### src/rtl/cluster_clock_switch_ctrl.sv
// rtl/cluster_clock_switch_ctrl.sv - glitch-free clock mux select sequencer
// Gates the cluster clock off, changes the mux select, lets it settle, then re-enables.
module cluster_clock_switch_ctrl #(
  parameter int unsigned OFF_CYCLES    = 4,
  parameter int unsigned SETTLE_CYCLES = 4
) (
  input  logic clk_i,
  input  logic rst_i,
  input  logic req_i,
  input  logic sel_i,
  output logic ready_o,
  output logic busy_o,
  output logic done_o,
  output logic clk_sel_o,
  output logic clk_en_o
);

  typedef enum logic [1:0] {
    IDLE     = 2'd0,
    GATE_OFF = 2'd1,
    SETTLE   = 2'd2
  } state_t;

  localparam logic [7:0] OFF_LOAD    = 8'(OFF_CYCLES - 1);
  localparam logic [7:0] SETTLE_LOAD = 8'(SETTLE_CYCLES - 1);

  state_t     state_q, state_d;
  logic [7:0] cnt_q, cnt_d;
  logic       target_q, target_d;
  logic       sel_d, en_d, done_d, ready_d, busy_d;

  always_ff @(posedge clk_i) begin
    if (rst_i) begin
      state_q   <= IDLE;
      cnt_q     <= '0;
      target_q  <= 1'b0;
      clk_sel_o <= 1'b0;
      clk_en_o  <= 1'b1;
      busy_o    <= 1'b0;
      done_o    <= 1'b0;
      ready_o   <= 1'b1;
    end else begin
      state_q   <= state_d;
      cnt_q     <= cnt_d;
      target_q  <= target_d;
      clk_sel_o <= sel_d;
      clk_en_o  <= en_d;
      busy_o    <= busy_d;
      done_o    <= done_d;
      ready_o   <= ready_d;
    end
  end

  always_comb begin
    state_d  = state_q;
    cnt_d    = cnt_q;
    target_d = target_q;
    sel_d    = clk_sel_o;
    en_d     = clk_en_o;
    done_d   = 1'b0;

    case (state_q)
      IDLE: begin
        if (req_i && ready_o) begin
          target_d = sel_i;
          if (sel_i != clk_sel_o) begin
            state_d = GATE_OFF;
            cnt_d   = OFF_LOAD;
            en_d    = 1'b0;
          end else begin
            // Already on the requested clock: acknowledge without touching the gate.
            done_d = 1'b1;
          end
        end
      end
      GATE_OFF: begin
        if (cnt_q == 8'd0) begin
          sel_d   = target_q;
          cnt_d   = SETTLE_LOAD;
          state_d = SETTLE;
        end else begin
          cnt_d = cnt_q - 8'd1;
        end
      end
      SETTLE: begin
        if (cnt_q == 8'd0) begin
          en_d    = 1'b1;
          done_d  = 1'b1;
          state_d = IDLE;
        end else begin
          cnt_d = cnt_q - 8'd1;
        end
      end
      default: state_d = IDLE;
    endcase

    ready_d = (state_d == IDLE);
    busy_d  = (state_d != IDLE);
  end

endmodule

### config.mk
export PLATFORM = sky130hd
export DESIGN_NAME = cluster_clock_switch_ctrl
export DESIGN_NICKNAME = d
export VERILOG_FILES = /design/src/rtl/cluster_clock_switch_ctrl.sv
export SDC_FILE = /design/constraint.sdc
export NUM_CORES = 1
export LEC_CHECK = 0
export CELL_PAD_IN_SITES_DETAIL_PLACEMENT = 1
export CELL_PAD_IN_SITES_GLOBAL_PLACEMENT = 2
export CORE_ASPECT_RATIO = 0.5
export CORE_MARGIN = 4
export CORE_UTILIZATION = 34
export CTS_CLUSTER_SIZE = 10
export DETAILED_ROUTE_END_ITERATION = 8
export PLACE_DENSITY_LB_ADDON = 0.1
export SYNTH_ARGS = -nofsm -noshare
export SYNTH_HDL_FRONTEND = slang
export SYNTH_SLANG_ARGS = --single-unit
### constraint.sdc
create_clock -name clk_i -period 2.3 [get_ports clk_i]
set_clock_uncertainty 0.2 [all_clocks]
set_input_delay 0.46 -clock clk_i [delete_from_list [all_inputs] [get_ports clk_i]]
set_output_delay 0.46 -clock clk_i [all_outputs]
set_load 0.02 [all_outputs]
# Word level (Yosys, flattened, before mapping)
# Cells that the tools add are included.
[word_totals]
regBits = 16
inputBits = 4
out_inout_bits = 5
wordCells = 45
[classes]
addsub = 1
n_eq_ne = 7
muxes = 18
reduce_logical = 11
[op_table]
columns = ["cell", "n"]
rows = [
  ["$mux 8", 4],
  ["$pmux 8 s3", 1],
  ["$logic_not 8->1", 1],
  ["$mux 2", 4],
  ["$ne 2x2->1 const B", 4],
  ["$reduce_and 4->1", 2],
  ["$sub 8x1->8 const B", 1],
  ["$mux 1", 6],
  ["$pmux 2 s3", 1],
  ["$logic_not 2->1", 2],
  ["$pmux 1 s2", 2],
  ["$reduce_and 2->1", 2],
  ["$reduce_bool 2->1", 2],
  ["$reduce_bool 3->1", 1],
  ["$eq 2x1->1 const B", 1],
  ["$eq 2x2->1 const B", 1],
  ["$logic_and 1x1->1", 1],
  ["$ne 1x1->1", 1],
]

# Logic depth before layout (Yosys ltp)
# Gate-level depths: netlist of run 1.
[depth]
word_depth = 5
ltp_mapped = 7
ltp_nobuf = 6

# Worst setup path before layout of run 1
# No wires, ideal clock.
[synth_timing]
kind = "register -> register"
start = "reg state_q[1]"
end = "reg cnt_q[2]"
t_arrival_ns = 1.678
required_ns = 2.021
slack_ns = 0.342
path_stages_with_launch = 8
path_buffers = 1
synth_period_minus_slack_ns = 1.958
path_cell_list = "dfxtp_1 -> inv_1 -> ha_1 -> nor2_1 -> a21oi_2 -> buf_6 -> or4_4 -> a211oi_2"
[synth_via]
elab_chain_cells = 3
[synth_lines]
columns = ["item", "line", "rtl"]
rows = [
  ["start: declaration", "27", "state_t state_q, state_d;"],
  ["start signal: assignment", "43", "state_q <= state_d;"],
  ["$eq 2x2->1, or another cell as far along", "62", "case (state_q)"],
  ["$ne 2x2->1 (no source line) or $reduce_bool 3->1 (tied branches)", "--", ""],
  ["$reduce_and 4->1 (no source line)", "--", ""],
  ["end signal: assignment", "44", "cnt_q <= cnt_d;"],
  ["end: declaration", "28", "logic [7:0] cnt_q, cnt_d;"],
]
# Parallel ways exist; a longest one is shown, timed or not.
# A chain may end at the register's enable or synchronous reset.

# Final worst setup path of run 1
[layout_timing]
start = "in sel_i"
end = "reg cnt_q[3]"
[layout_via]
elab_chain_cells = 3
[layout_lines]
columns = ["item", "line", "rtl"]
rows = [
  ["start: declaration", "10", "input logic sel_i,"],
  ["$ne 1x1->1", "66", "if (sel_i != clk_sel_o) begin"],
  ["$ne 2x2->1 (no source line)", "--", ""],
  ["$reduce_and 4->1 (no source line)", "--", ""],
]
# Every way passes these cells.

==> results of run 1 <==
-- where the power goes --
| group | leakage (nW) | switching [mW] | internal (mW) |
|---|---|---|---|
| Combinational | 0.338 | 0.626 | 0.512 |
| Clock | 0.0288 | 0.108 | 0.152 |
| Sequential | 0.131 | 0.0997 | 0.379 |
-- per-stage QoR --
step                TNS, ns  utilization (%)  power (mW)
finish                    0            46.39       1.877
global route              0            46.39       2.047
CTS                       0            46.01       1.878
detailed placement  -0.7715            43.94       1.603
global placement    -0.4844            43.94       1.559
floorplan                 0                -       1.192
-- metal layers --
metal,up-vias,share of wire [%]
li1,449,-
met1,429,50
met2,13,46
met3,3,3.0
met4,0,0.31
met5,-,0
-- final cells by class --
cell class | count | area share [%]
clock buffers | 4 | 4.476
inverters | 7 | 2.136
multi-input cells | 81 | 49.14
flip-flops and latches | 16 | 26.04
well taps | 37 | 3.764
repair buffers | 21 | 14.45
-- worst max-delay path by stage --
stage | to | slack, ns | cells past startpoint
floorplan | cnt_q[2]$_SDFFE_PP0P_ | 0.34 | 7
global placement | cnt_q[4]$_SDFFE_PP0P_ | -0.09 | 5
detailed placement | cnt_q[3]$_SDFFE_PP0P_ | -0.16 | 5
CTS | cnt_q[3]$_SDFFE_PP0P_ | 0.11 | 5
global route | cnt_q[3]$_SDFFE_PP0P_ | 0.001 | 5
finish | cnt_q[3]$_SDFFE_PP0P_ | 0.11 | 5
-- worst max-delay path: stages --
cell and delay [ns]:
clkdlybuf4s50_1 0.56, xor2_2 0.24, a21oi_4 0.13, or4_1 0.51
a211oi_1 0.25
-- cell families (layout without fill, tap and decap cells) --
group | Yosys count | count (layout) | share of synthesized area (%)
adder cells (fa/ha/maj) | 6 | 6 | 7.772
flip-flops | 16 | 16 | 33.16
AND/OR/NAND/NOR | 38 | 38 | 24.35
XOR/XNOR | 2 | 2 | 2.591
multiplexers | 2 | 2 | 2.073
buffers and inverters | 11 | 32 | 5.311
AO/OA/AOI/OAI | 33 | 33 | 24.74
-- cells in the final DEF (no fill, tap or decap), drive strengths merged, types with 2 or more instances in the layout --
master	count
a311oi	2
dfxtp	16
o21ai	6
or3	3
nand3b	2
ha	6
nand3	2
a21oi	6
or2	4
or4	6
clkbuf	4
nor3	4
buf	13
mux2i	2
a211oi	8
nand2	5
clkdlybuf4s50	8
o31ai	5
nor2	7
inv	7
-- sequential cells by signal, indices dropped and copies added, names as in the netlist --
register   count
cnt_q          8
state_q        2
target_q       1
ready_o        1
clk_en_o       1
busy_o         1
clk_sel_o      1
done_o         1
-- what timing repair did --
item	CTS	global route
gates resized for setup	0	2
setup endpoints to repair	0	4
hold buffers	0	0
==> out/metrics.cfg, run 1 <==
[critical_path]
required_ns=2.27
start_kind=primary input
crit_type=primary input to flop
r2r_end=cnt_q[5]$_SDFFE_PP0P_
rrSetupSlack_ns=0.17
path_max_fanout=10
cp-startpoint=sel_i
arrival_ns=2.16
end_kind=flop
reg2reg_depth=7
r2r-start=state_q[0]$_SDFF_PP0_

[placement]
place_area_um2=1165
post-place-ws_ns=-0.1607
place_inst=162
gp_congestion=0.7852
hpwl_um=2030
io_buffers=8

[global_route]
grt_max_degree=12
grt.busiest_layer=met2
antenna_found_initial=0
grt_use_met2_pct=27.87
grtUsageMet3_pct=4.332
grt_pass1_vias=951
met1_usage_pct=19.23
grt-ovfl-total=0
grt_usage_pct=15.38
grt_pass1_wl_um=4547

[finish]
layout-area-overhead-vs-synth_pct=27.33
fillCellCount=319
drive_gt1_share_pct=21.71
num-nets-final=140
multi_input_area_um2=604.3
insertedDiodeCount=0
fin_area_um2=1230
seqCellArea_um2=320.3
fin_cells=166

[synth]
synthTopCellsByArea=dfxtp_1 33%, ha_1 7.8%, a211oi_1 4.7%
yosys-top-cells-count=16 x dfxtp_1, 7 x inv_1, 7 x nor2_1
yosysTopAreaCell=dfxtp_1
async_flop_share_pct=0
synth_top_area_share_pct=33.16
syn_area_um2=965.9
syn_inst=108
synth-seq-cells=16
avgSynthCellArea_um2=8.944
seq_area_frac_synth_pct=33.16
yosys_warnings=0
yosysMostFrequentCell=dfxtp_1
synth_cell_types=38
synth_flop_cell=dfxtp_1
synth_nets=118
synth-edff-count=0

[flow_run]
drv_cap=0

[hold_path]
worst_hold_startpoint=target_q$_SDFFE_PP0P_
hp-class=flop to flop
holdPathEnd=clk_sel_o$_SDFFE_PP0P_
holdPathStages=2

[power_and_ir_drop]
powerDensity_nw_per_um2=1526
peakVddDrop_uv=619.6
p_leak_nw=0.4982

[timing]
slew_headroom_pct=75.78
finalSetupViolCount=0
fin_ws_ns=0.1074
hold_ws_ns=0.3242
hold_viol=0
drv_slew=0
fin_crit_sh_pct=95.33
worst_slew_pin_slew_ns=0.3623
rsz0062_at_grt=no
max_freq_mhz=456.1
period_minus_slack_ns=2.193

[detailed_routing]
dr.pass1.iters=4
viasPerCell=5.386
post_drt_wl_per_cell_um=15.65
drc_errors=0
vias=894
drtIter0Drc=12
ant_nets=0
routed_wl_um=2598

[clock_network]
clk_latency_ns=0.25
cts.clk_slew.worst_paths_ns=0.07
cts_buffer_depth=2
ctsHtreeMaxLevel=1
cts_root_buf=clkbuf_8
cts.sinks=16
cts_buffers=3
tritoncts=done
cts_setup_buffers=0

[floorplan]
initial_core_util_pct=36.43
die_h_um=45.69
die_x_um=83.38
num_io_pins=9
num_rows=13
die-area_um2=3810
core_area_um2=2651

[outcome]
status=completed

Power figures use the tool's default switching activity.
==> run 2, diff against run 1 <==
- CELL_PAD_IN_SITES_DETAIL_PLACEMENT: 1 -> default
- CELL_PAD_IN_SITES_GLOBAL_PLACEMENT: 2 -> default
- CORE_ASPECT_RATIO: 0.5 -> default
- CORE_UTILIZATION: 34 -> 55
- PLACE_DENSITY: default -> 0.77
- PLACE_DENSITY_LB_ADDON: 0.1 -> default
==> run 2 against run 1 <==
Effect of this change: worst hold slack lost 0.014 ns; routed wire length decreased by 18%; flip-flop and latch count is the same; non-clock buffer count shrank 3; sequential share of layout area up 1.8 points; critical path type is now flop to flop; critical endpoint is now cnt_q[6]$_SDFFE_PP0P_.
==> out/metrics.cfg, run 2 (synthesis results as in run 1) <==
[outcome]
status=completed

[detailed_routing]
routed_wl_um=2135  ; -18%
top_layer=met4
wl_met3_um=111  ; +42%
met1_length_um=1086  ; -17%
dr.pass1.iters=4  ; unchanged
post_drt_wl_per_cell_um=15.14  ; -3.3%
ant_nets=0  ; unchanged
drc_errors=0  ; unchanged
vias=894  ; unchanged
met2_length_um=880  ; -27%
viasPerCell=6.340  ; +18%
drtIter0Drc=22  ; +10

[critical_path]
rrSetupSlack_ns=0.17  ; about the same
r2r-start=state_q[0]$_SDFF_PP0_
cp-startpoint=state_q[0]$_SDFF_PP0_
end_kind=flop
arrival_ns=2.14  ; -0.02 ns
path_max_fanout=11  ; +1
cp_cell_sequence=inv_1 > ha_1 > nand3b_1 > nor4_2 > buf_4 > or4_1 > a211oi_1
required_ns=2.31  ; +0.04 ns
crit_type=flop to flop
cp_slowest_stage_delay_ns=0.47  ; -0.09 ns
cp_slowest_cell=or4_1
reg2reg_depth=7  ; unchanged
r2r_end=cnt_q[6]$_SDFFE_PP0P_
start_kind=flop

[global_route]
grt_max_degree=12  ; unchanged
grt_pass1_vias=837  ; -12%
grt_usage_pct=19.55  ; +4.2 points
grt_pass1_wl_um=3788  ; -17%
antenna_found_initial=0  ; unchanged
grt-ovfl-total=0  ; unchanged

[hold_path]
hp-class=flop to flop
worst_hold_startpoint=cnt_q[6]$_SDFFE_PP0P_
holdPathEnd=cnt_q[6]$_SDFFE_PP0P_
holdPathStages=2  ; unchanged

[placement]
io_buffers=8  ; unchanged
place_area_um2=1116  ; -4.2%
hpwl_um=1546  ; -24%
gp_congestion=0.7918  ; +0.84%

[clock_network]
cts_setup_buffers=0  ; unchanged
cts.sinks=16  ; unchanged
cts.clk_slew.worst_paths_ns=0.09  ; +0.02 ns
ctsHtreeMaxLevel=1  ; unchanged
cts_buffers=3  ; unchanged
clk_latency_ns=0.29  ; +0.04 ns
cts_root_buf=clkbuf_4
cts_buffer_depth=2  ; unchanged
cts.hold.buffers_added=0  ; unchanged
tritoncts=done

[finish]
insertedDiodeCount=0  ; unchanged
largest_reg_flops=8  ; unchanged
num-nets-final=137  ; -2.1%
reg_top3=cnt_q: 8 flops, state_q: 2 flops
top_register=cnt_q
final_common_cell=dfxtp_1
seqCellArea_um2=320.3  ; unchanged
layout-area-overhead-vs-synth_pct=18.91
final_core_util_pct=72.86  ; +26 points
drive_gt1_share_pct=19.20  ; -2.5 points
fillCellCount=118  ; -63%
multi_input_area_um2=604.3  ; unchanged
fin_area_um2=1149  ; -6.6%
mostFrequentLayoutCells=16 x dfxtp_1, 10 x buf_4, 8 x clkdlybuf4s50_1

[timing]
fin_crit_sh_pct=92.80  ; -2.5 points
hold_viol=0  ; unchanged
period_minus_slack_ns=2.134  ; -0.05834 ns
slew_headroom_pct=60.74  ; -15 points
max_freq_mhz=468.5  ; +2.7%
rsz0062_at_grt=no
drv_slew=0  ; unchanged
worst_slew_pin_slew_ns=0.5844  ; +0.2220 ns
finalSetupViolCount=0  ; unchanged

[floorplan]
die-area_um2=2491  ; -35%
core_area_um2=1577  ; -41%
die_h_um=49.91  ; +9.2%
die_x_um=49.91  ; -40%
num_rows=14  ; +1
num_io_pins=9  ; unchanged
initial_core_util_pct=61.27  ; +25 points

[power_and_ir_drop]
peakVddDrop_uv=1015  ; +64%
powerDensity_nw_per_um2=1425  ; -6.6%
p_leak_nw=0.4675  ; -6.2%

[flow_run]
drv_cap=0  ; unchanged

[run 2: cell count changes in the layout (fill, tap and decap cells not counted), sizes merged]
cell / change
buf: -3
clkbuf: -1
[run 2: critical path: cells and delay by family, from the launching register on]
kind | cells | cell delay (ns)
compound gates | 1 | 0.23
fa+ha+maj | 1 | 0.28
buf+inv | 2 | 0.27
flops | 1 | 0.37
simple gates | 3 | 0.70
[run 2: power by group]
part	switching, mW	internal, mW	total [mW]
registers	0.112	0.373	0.485
logic	0.564	0.439	1.00
clock network	0.0881	0.0609	0.149
total	0.764	0.873	1.64
[run 2: through the flow]
step / hold WS, ns / total power, mW / TNS, ns / setup slack, ns / std cells
after floorplan: 0.2601 / 1.192 / 0 / 0.3424 / 108
after global placement: 0.2780 / 1.419 / -0.02357 / -0.01078 / 138
after detailed placement: 0.2954 / 1.447 / -0.2479 / -0.08752 / 138
after CTS: 0.3124 / 1.602 / 0 / 0.1733 / 141
after global routing: 0.3483 / 1.799 / 0 / 0.001576 / 141
final: 0.3099 / 1.637 / 0 / 0.1657 / 141
[run 2: final cells by class]
type | count | area share [%]
tap | 16 | 1.743
clock buffer | 3 | 1.961
inverter | 7 | 2.288
timing repair buffer | 18 | 13.51
sequential | 16 | 27.89
multi-input combinational | 81 | 52.61
[run 2: worst max path at each step]
stage | to | slack (ns) | cells past startpoint
CTS | cnt_q[7]$_SDFFE_PP0P_ | 0.17 | 7
floorplan | cnt_q[2]$_SDFFE_PP0P_ | 0.34 | 7
global route | cnt_q[7]$_SDFFE_PP0P_ | 0.002 | 7
finish | cnt_q[6]$_SDFFE_PP0P_ | 0.17 | 7
detailed placement | cnt_q[7]$_SDFFE_PP0P_ | -0.09 | 7
global placement | cnt_q[7]$_SDFFE_PP0P_ | -0.01 | 7
[run 2: repair_timing]
item	4_1_cts	5_1_grt
gates resized for setup	0	2
endpoints found under the setup margin	0	1
endpoints found under the hold margin	0	0
[run 2: routing by layer]
metal	vias to the layer above	track usage [%]
met3	8	3.313
met5	-	0
met2	36	26.43
met1	408	28.68
li1	442	-
met4	0	10.60
==> run 3, diff against run 2 <==
- SLEW_MARGIN: default -> 20
==> results of run 3 <==
The final DEF is identical to that of run 2; final timing and power are the same.
